File: src/rtl/shifter_stream_ctrl.sv
// Framed stream sequencer for a free-running tapped shifter: drives serial_in and the tap,
// and tags each shifter slot so only accepted samples are reported downstream.
module shifter_stream_ctrl #(
   parameter int unsigned DATA_WIDTH  = 16,
   parameter int unsigned SHIFT_DEPTH = 8,
   parameter int unsigned LEN_WIDTH   = 16
) (
   input  logic                                                clk,
   input  logic                                                rstn,
   input  logic                                                start,
   input  logic [((SHIFT_DEPTH > 1) ? $clog2(SHIFT_DEPTH) : 1)-1:0] cfg_depth,
   input  logic [LEN_WIDTH-1:0]                                frame_len,
   input  logic                                                abort,
   input  logic [DATA_WIDTH-1:0]                               in_data,
   input  logic                                                in_valid,
   output logic                                                in_ready,
   output logic [DATA_WIDTH-1:0]                               sh_serial_in,
   output logic [((SHIFT_DEPTH > 1) ? $clog2(SHIFT_DEPTH) : 1)-1:0] sh_output_depth,
   input  logic [DATA_WIDTH-1:0]                               sh_depth_output,
   output logic [DATA_WIDTH-1:0]                               out_data,
   output logic                                                out_valid,
   output logic                                                out_last,
   output logic                                                busy,
   output logic                                                done
);

   localparam int unsigned DEPTH_W = (SHIFT_DEPTH > 1) ? $clog2(SHIFT_DEPTH) : 1;

   typedef enum logic [1:0] {
      S_IDLE  = 2'd0,
      S_RUN   = 2'd1,
      S_DRAIN = 2'd2
   } state_t;

   state_t                 state_q, state_d;
   logic [DEPTH_W-1:0]     depth_q, depth_d;
   logic [LEN_WIDTH-1:0]   len_q, len_d;
   logic [LEN_WIDTH-1:0]   in_cnt_q, in_cnt_d;
   logic [LEN_WIDTH-1:0]   out_cnt_q, out_cnt_d;
   logic [SHIFT_DEPTH-1:0] tag_q, tag_d;
   logic                   done_q, done_d;
   logic                   accept;

   // Datapath decode: tap and valid tag follow the latched depth for the whole frame
   assign in_ready        = (state_q == S_RUN);
   assign accept          = in_valid & in_ready;
   assign sh_serial_in    = accept ? in_data : '0;
   assign sh_output_depth = depth_q;
   assign out_data        = sh_depth_output;
   assign out_valid       = tag_q[depth_q];
   assign out_last        = out_valid & (out_cnt_q == (len_q - LEN_WIDTH'(1)));
   assign busy            = (state_q != S_IDLE);
   assign done            = done_q;

   always_ff @(posedge clk or negedge rstn) begin
      if (!rstn) begin
         state_q   <= S_IDLE;
         depth_q   <= '0;
         len_q     <= '0;
         in_cnt_q  <= '0;
         out_cnt_q <= '0;
         tag_q     <= '0;
         done_q    <= 1'b0;
      end else begin
         state_q   <= state_d;
         depth_q   <= depth_d;
         len_q     <= len_d;
         in_cnt_q  <= in_cnt_d;
         out_cnt_q <= out_cnt_d;
         tag_q     <= tag_d;
         done_q    <= done_d;
      end
   end

   always_comb begin
      state_d   = state_q;
      depth_d   = depth_q;
      len_d     = len_q;
      in_cnt_d  = in_cnt_q;
      out_cnt_d = out_cnt_q;
      tag_d     = SHIFT_DEPTH'({tag_q, accept});
      done_d    = 1'b0;

      if (out_valid) begin
         out_cnt_d = out_cnt_q + LEN_WIDTH'(1);
      end

      case (state_q)
         S_IDLE: begin
            // Leftover tags beyond the old tap must not leak into a deeper next frame
            tag_d     = '0;
            in_cnt_d  = '0;
            out_cnt_d = '0;
            if (start) begin
               if (frame_len != '0) begin
                  state_d = S_RUN;
                  depth_d = cfg_depth;
                  len_d   = frame_len;
               end else begin
                  done_d = 1'b1;
               end
            end
         end
         S_RUN: begin
            if (accept) begin
               in_cnt_d = in_cnt_q + LEN_WIDTH'(1);
               if ((in_cnt_q + LEN_WIDTH'(1)) == len_q) begin
                  state_d = S_DRAIN;
               end
            end
         end
         S_DRAIN: begin
            if (out_last) begin
               state_d = S_IDLE;
               done_d  = 1'b1;
            end
         end
         default: begin
            state_d = S_IDLE;
         end
      endcase

      // Abort wins over everything; in-flight shifter data is masked by the cleared tags
      if (abort) begin
         state_d   = S_IDLE;
         tag_d     = '0;
         in_cnt_d  = '0;
         out_cnt_d = '0;
         done_d    = 1'b0;
      end
   end

endmodule

File: config.mk
export PLATFORM = sky130hd
export DESIGN_NAME = shifter_stream_ctrl
export DESIGN_NICKNAME = d
export VERILOG_FILES = /design/src/rtl/shifter_stream_ctrl.sv
export SDC_FILE = /design/constraint.sdc
export NUM_CORES = 1
export LEC_CHECK = 0
export ABC_AREA = 1
export BUFFER_PORTS_ARGS = -buffer_cell sky130_fd_sc_hd__buf_4
export CAP_MARGIN = 20
export CORE_MARGIN = 3
export CORE_UTILIZATION = 46
export CTS_BUF_LIST = sky130_fd_sc_hd__clkbuf_16
export DETAILED_ROUTE_END_ITERATION = 16
export PLACE_DENSITY_LB_ADDON = 0.25
export SLEW_MARGIN = 20
export SYNTH_ARGS = -nofsm -noshare
export SYNTH_HDL_FRONTEND = slang
export SYNTH_SLANG_ARGS = --single-unit
File: constraint.sdc
create_clock -name clk -period 5.8 [get_ports clk]
set_clock_uncertainty 0.15 [all_clocks]
set_input_delay 0.29 -clock clk [delete_from_list [all_inputs] [get_ports clk]]
set_output_delay 0.29 -clock clk [all_outputs]
set_load 0.02 [all_outputs]
==> results.cfg, run 1 <==
[yosys]
synth_area_per_cell_sq_um = 6.65
synth-seq-area-share_pct = 36.7
syn_area_sq_um = 4220
synth_warnings = 0
synth.ff_latch_count = 62
synthesis.nets = 694
yosysUniqueCellTypes = 34
synth_cells = 635

[clocking]
clockBufferDepth = 2
cts_setup_buffers = 0
clkSlewWorstSetupHoldPaths_ps = 50
cts_tree = done
cts_sinks = 62
numCtsBuffers = 9
h-tree-depth = 3
cts_resized = 0
clkLatencyLatePin_ps = 320
cts-root-buf = clkbuf_16

[timing]
slew_headroom_pct = 47.6
finalCritPeriodShare_pct = 49.8
timing.hold.ws_ps = 71.1
hold_viol = 0
setup_viol = 0
rsz0062_at_grt = false
final_max_slew_viol_count = 0
fin_crit_ps = 2890
tns_ps = 0
worst_pin_slew_ps = 786
fmax_ghz = 0.346

[drt]
met3_length_um = 367
via_per_inst = 5.18
drc = 0
wl_met2_um = 5260
vias = 4132
met1Wirelength_um = 5210
drt_first_pass_iters = 6
detail-route-antenna-nets = 0
drt-wirelength-per-cell_um = 13.9
routed_wirelength_um = 11100
dr.max_layer_used = met4
drtIter0Drc = 255

[power]
p_per_area_nw_per_um2 = 371
p_leak_nw = 2.40
ir_drop_v = 0.000175

[floorplanning]
start_util_pct = 48.0
core-area_sq_um = 8810
dieArea_sq_um = 10400
die_h_um = 102
ioPinCount = 96
fp-row-count = 34
dieWidth_um = 102

[hold_path]
hold_start = cfg_depth[2]
hold_path_class = input port to register

[worst_setup_path]
cp_max_fo = 7
cp_slowest_cell = dfrtp_1
required_ps = 5360
critical_path_class = register to output pin
crit_top_cell = nand2_1
start_kind = register
rr_startpoint = len_q[0]
cp-end-kind = output pin
crit_start = len_q[0]
cp.arrival_ps = 2450
critPathMaxStageDelay_ps = 410
path_cells = inv_1 -> ha_1 -> nand2_1 -> nor2_1 -> nand3_1 -> nand2_1 -> nand2_1 -> nor2_1 -> nand2_1 -> nor2_1 -> nand3_1 -> inv_1 -> buf_4

[final_layout]
drive_above_1_share_pct = 13.6
num_antenna_cells = 0
final_cell_mix = nand2_1 (157), nor2_1 (103), inv_1 (102), buf_4 (64), dfrtp_1 (62)
layout_commonest_cell = nand2_1
nets = 743
area_growth_pct = 17.1

[grt]
grt_max_degree = 63
gr-total-overflow = 0
grt_use_total_pct = 22.2
antenna_found_initial = 0
grt_pass1_vias = 3854
grt_pass1_wl_um = 18200

[run]
maxCapViolCount = 0

[placement]
io_buffers = 63
hpwlAfterDp_um = 8460
gp_congestion = 0.861

[run_status]
status = completed
==> kinds of logic (layout without fill, tap and decap cells) <==
logic type      count (synthesis)  count (layout)  synth area share, %
buf+inv                       130             184                 13.3
flops                          62              62                 36.7
fa+ha+maj                       3               3                0.889
xor+xnor                       19              19                 4.30
compound gates                 66              66                 8.77
simple gates                  355             355                 36.0
==> registers in the layout, summed over array words and instances (netlist names) <==
register / count
done: 1
in_cnt_q: 16
len_q: 16
out_cnt_q: 16
sh_output_depth: 3
state_q: 2
tag_q: 8
==> critical path, delay by kind of cell (launching register included) <==
| kind | cells | cell delay [ps] |
|---|---|---|
| flops | 1 | 410 |
| buf+inv | 3 | 480 |
| fa+ha+maj | 1 | 300 |
| simple gates | 9 | 920 |
==> area by class of cell <==
| class | instances | area, sq um |
|---|---|---|
| fillers | 850 | 3860 |
| multi-input cells | 443 | 2110 |
| clock buffers | 9 | 225 |
| clock inverters | 7 | 41.3 |
| well taps | 108 | 135 |
| flip-flops and latches | 62 | 1550 |
| inverters | 103 | 387 |
| repair buffers | 65 | 490 |
==> through the flow <==
step	area (sq um)	power, mW	util [%]	instances	worst slack, ps
3_3_place_gp	4660	1.34	53.0	780	3200
4_1_cts	4940	1.84	56.2	797	2900
6_report	4940	1.84	56.2	797	2910
2_1_floorplan	4220	1.14	-	635	3700
5_1_grt	4940	1.97	56.2	797	2720
3_5_place_dp	4670	1.36	53.0	780	3260
==> synthesized netlist by cell type <==
cell type | count | share of area, %
buf_4 | 16 | 2.8
buf_2 | 5 | 0.59
o21ai_1 | 2 | 0.24
inv_2 | 1 | 0.089
clkbuf_1 | 4 | 0.36
a21oi_1 | 28 | 3.3
a221oi_1 | 2 | 0.41
xor2_1 | 10 | 2.1
nor2_2 | 3 | 0.44
ha_1 | 3 | 0.89
buf_6 | 1 | 0.27
nand4_1 | 6 | 0.89
or2_2 | 1 | 0.15
and3_1 | 1 | 0.15
a211oi_1 | 2 | 0.36
nand2_1 | 157 | 14
dfrtp_1 | 62 | 37
nand3b_1 | 4 | 0.71
nor3b_1 | 2 | 0.36
inv_1 | 102 | 9.1
o21ai_0 | 14 | 1.7
nor2_1 | 103 | 9.2
nand2_2 | 3 | 0.44
xnor2_1 | 8 | 1.7
nor2_4 | 3 | 0.80
nand3_1 | 59 | 7.0
buf_1 | 1 | 0.089
nor3_2 | 2 | 0.47
nor3_1 | 5 | 0.59
o22ai_1 | 15 | 2.2
xnor3_2 | 1 | 0.56
nor4_1 | 6 | 0.89
a21oi_2 | 1 | 0.21
a22oi_1 | 2 | 0.36
==> layer usage <==
metal,GRT usage [%],vias to the layer above
li1,-,2101
met1,30.7,1928
met2,34.9,88
met3,3.82,15
met4,8.98,0
met5,0,-
==> final timing paths <==
check                           cells past startpoint                  to  slack (ps)
max in group asynchronous                           2       out_cnt_q[14]        4540
worst min-delay path                                3  sh_output_depth[2]          70
min in group asynchronous                           2         in_cnt_q[3]         440
worst max register to register                     14          state_q[1]        3370
worst min register to register                      2            tag_q[7]         340
worst max-delay path                               13            out_last        2910
==> power by group <==
part	total (mW)	internal (mW)	switching, mW
Clock	0.476	0.285	0.192
Sequential	0.630	0.509	0.121
Combinational	0.731	0.257	0.474
==> repair_timing <==
item	in CTS	in global routing
hold buffers	1	0
endpoints found under the setup margin	0	0
hold endpoints to repair	62	0
Note: power is estimated with default switching activity, not from simulation.
==> inputs of run 2 (changes only) <==
Settings changed: ABC_AREA 1 to 0.
Clock period 5.8 ns to 2.4 ns, I/O delays scaled along.
==> run 2 against run 1 <==
Net effect:
- the flow now finishes with violations (setup timing)
- global-route usage grew 0.90 points
- first-iteration DRC count fell by 33%
- sequential share of layout area shrank 3.6 points
- synthesized cell count decreased by 29%
- cell area rose by 14%
- combinational power shrank 5.6%
==> results.cfg, run 2 <==
[power]
ir_drop_v = 0.000510
p_leak_nw = 2.56
p_per_area_nw_per_um2 = 557
total_power_mw = 3.13

[placement]
gp_congestion = 0.923
io_buffers = 63
pre_cts_ws_ps = -264
hpwlAfterDp_um = 8090
place_inst = 629

[worst_setup_path]
crit_top_cell = or4b_4
start_kind = register
cp.arrival_ps = 2540
critPathMaxStageDelay_ps = 500
critical_path_class = register to output pin
cp-end-kind = output pin
cp_slowest_cell = or4b_4
required_ps = 2130
cp_max_fo = 3
path_cells = inv_2 -> ha_4 -> or4b_4 -> or4b_4 -> a21oi_2 -> o32ai_2 -> nor4_4 -> buf_4

[yosys]
syn_area_sq_um = 4160
yosysUniqueCellTypes = 63
synth_common_cells = dfrtp_1 (62), nor2_1 (36), and3_1 (27)
synth_ff_type = dfrtp_1
synth_warnings = 0
synth_cells = 450
yosysTopAreaCell = dfrtp_1
synth_area_per_cell_sq_um = 9.24
synth_edf_count = 0
synth.ff_latch_count = 62
yosysMostFrequentCell = dfrtp_1
netlist_top_cells_area = dfrtp_1 (37%), xnor2_1 (5.5%), mux2_2 (5.4%)
synthArstFlopShare_pct = 100
synthesis.nets = 509
synth-seq-area-share_pct = 37.3
synth_top_area_share_pct = 37.3

[drt]
drtIter0Drc = 170
drc = 0
routed_wirelength_um = 11500
detail-route-antenna-nets = 0
via_per_inst = 5.58
drt-wirelength-per-cell_um = 17.2
drt_first_pass_iters = 4
vias = 3730

[final_layout]
num_antenna_cells = 0
final_cell_mix = buf_4 (119), dfrtp_1 (57), nor2_1 (34), xnor2_1 (26), and3_1 (26)
drive_above_1_share_pct = 35.2
layout_commonest_cell = buf_4
stdcell_count = 668
area_growth_pct = 35.0
nets = 614
final_util_pct = 64.1
reg_top3 = in_cnt_q x16, len_q x16, out_cnt_q x16

[timing]
setup_viol = 3
setup_ws_ps = -414
worst_pin_slew_ps = 794
tns_ps = -835
final_max_slew_viol_count = 0
finalCritPeriodShare_pct = 117
fmax_ghz = 0.355
hold_viol = 0
fin_crit_ps = 2810
rsz0062_at_grt = true
slew_headroom_pct = 47.1

[grt]
grt_pass1_vias = 3827
grt_pass1_wl_um = 18700
grt_use_total_pct = 23.1
antenna_found_initial = 0
grt_max_degree = 63
gr-total-overflow = 0

[clocking]
clkLatencyLatePin_ps = 330
h-tree-depth = 3
cts-root-buf = clkbuf_16
clkSlewWorstSetupHoldPaths_ps = 50
cts_tree = done
clockBufferDepth = 2
cts_sinks = 62
numCtsBuffers = 9

[floorplanning]
fp-row-count = 34
dieWidth_um = 101
die_h_um = 101
core-area_sq_um = 8760
start_util_pct = 47.5
dieArea_sq_um = 10200
ioPinCount = 96

[run_status]
status = finished with violations
violations = setup timing

[run]
maxCapViolCount = 0

[hold_path]
hold_path_class = input port to register
-- run 2: cell types whose count changed after synthesis, moves of 18 or more --
| cell | delta |
|---|---|
| nand2_1 | -132 |
| inv_1 | -92 |
| nand3_1 | -47 |
| a21oi_1 | -22 |
| and3_1 | +26 |
| xnor2_1 | +18 |
| nor2_1 | -67 |
| mux2_2 | +20 |
-- run 2: cells by family (layout without fill, tap and decap cells) --
kind of cell,Yosys count,in the layout,share of synthesized area (%)
flops,62,62,37.3
buf+inv,58,168,7.40
fa+ha+maj,3,3,0.902
simple gates,185,185,25.9
mux,24,24,6.98
xor+xnor,49,49,10.3
compound gates,69,69,11.2
-- run 2: metal layers --
layer  part of all wire (%)  track usage [%]
met1                     43             29.9
met2                     51             38.1
met3                    4.1             4.50
met4                    2.6             9.41
met5                      0                0
-- run 2: per-stage QoR --
| stage | hold slack, ps | instance area, sq um |
|---|---|---|
| 3_5_place_dp | 90.1 | 4950 |
| 6_report | 13.3 | 5620 |
| 4_1_cts | 13.5 | 5520 |
| 3_3_place_gp | 90.1 | 4950 |
| 2_1_floorplan | -326 | 4180 |
| 5_1_grt | 35.2 | 5620 |
-- run 2: worst max-delay path: cells and delay by family (launching register included) --
kind,cells,cell delay [ps]
simple gates,3,1170
flops,1,380
buf+inv,2,270
compound gates,2,260
fa+ha+maj,1,130
-- run 2: report_power, final --
part / leakage (nW) / switching [mW] / total, mW / internal (mW)
combinational: 1.60 / 0.354 / 0.690 / 0.337
sequential: 0.813 / 0.0401 / 1.14 / 1.10
clock: 0.143 / 0.496 / 1.30 / 0.806
-- run 2: what timing repair did --
item / CTS / global route
buffers inserted: 2 / 0
endpoints found under the hold margin: 84 / 0
gates resized for setup: 8 / 22
pin swaps: 5 / 7
hold buffers: 21 / 0
setup endpoints to repair: 4 / 4
-- run 2: worst paths after layout --
| check | startpoint | endpoint | slack [ps] | cells after the start |
|---|---|---|---|---|
| worst max-delay path | len_q[1] | out_last | -410 | 8 |
| worst min-delay path | in_valid | state_q[1] | 10 | 3 |
| worst max register to register | len_q[1] | state_q[1] | -270 | 10 |
| worst min register to register | tag_q[6] | tag_q[7] | 330 | 1 |
| max in group asynchronous | rstn | in_cnt_q[12] | 1280 | 2 |
| min in group asynchronous | rstn | in_cnt_q[8] | 280 | 2 |
-- run 2: cell type report --
cell class	count	area, sq um
Clock buffer	9	225
Clock inverter	7	75.1
Fill cell	718	3150
Inverter	10	37.5
Multi-Input combinational cell	330	2450
Sequential cell	62	1560
Tap cell	108	135
Timing Repair Buffer	142	1130
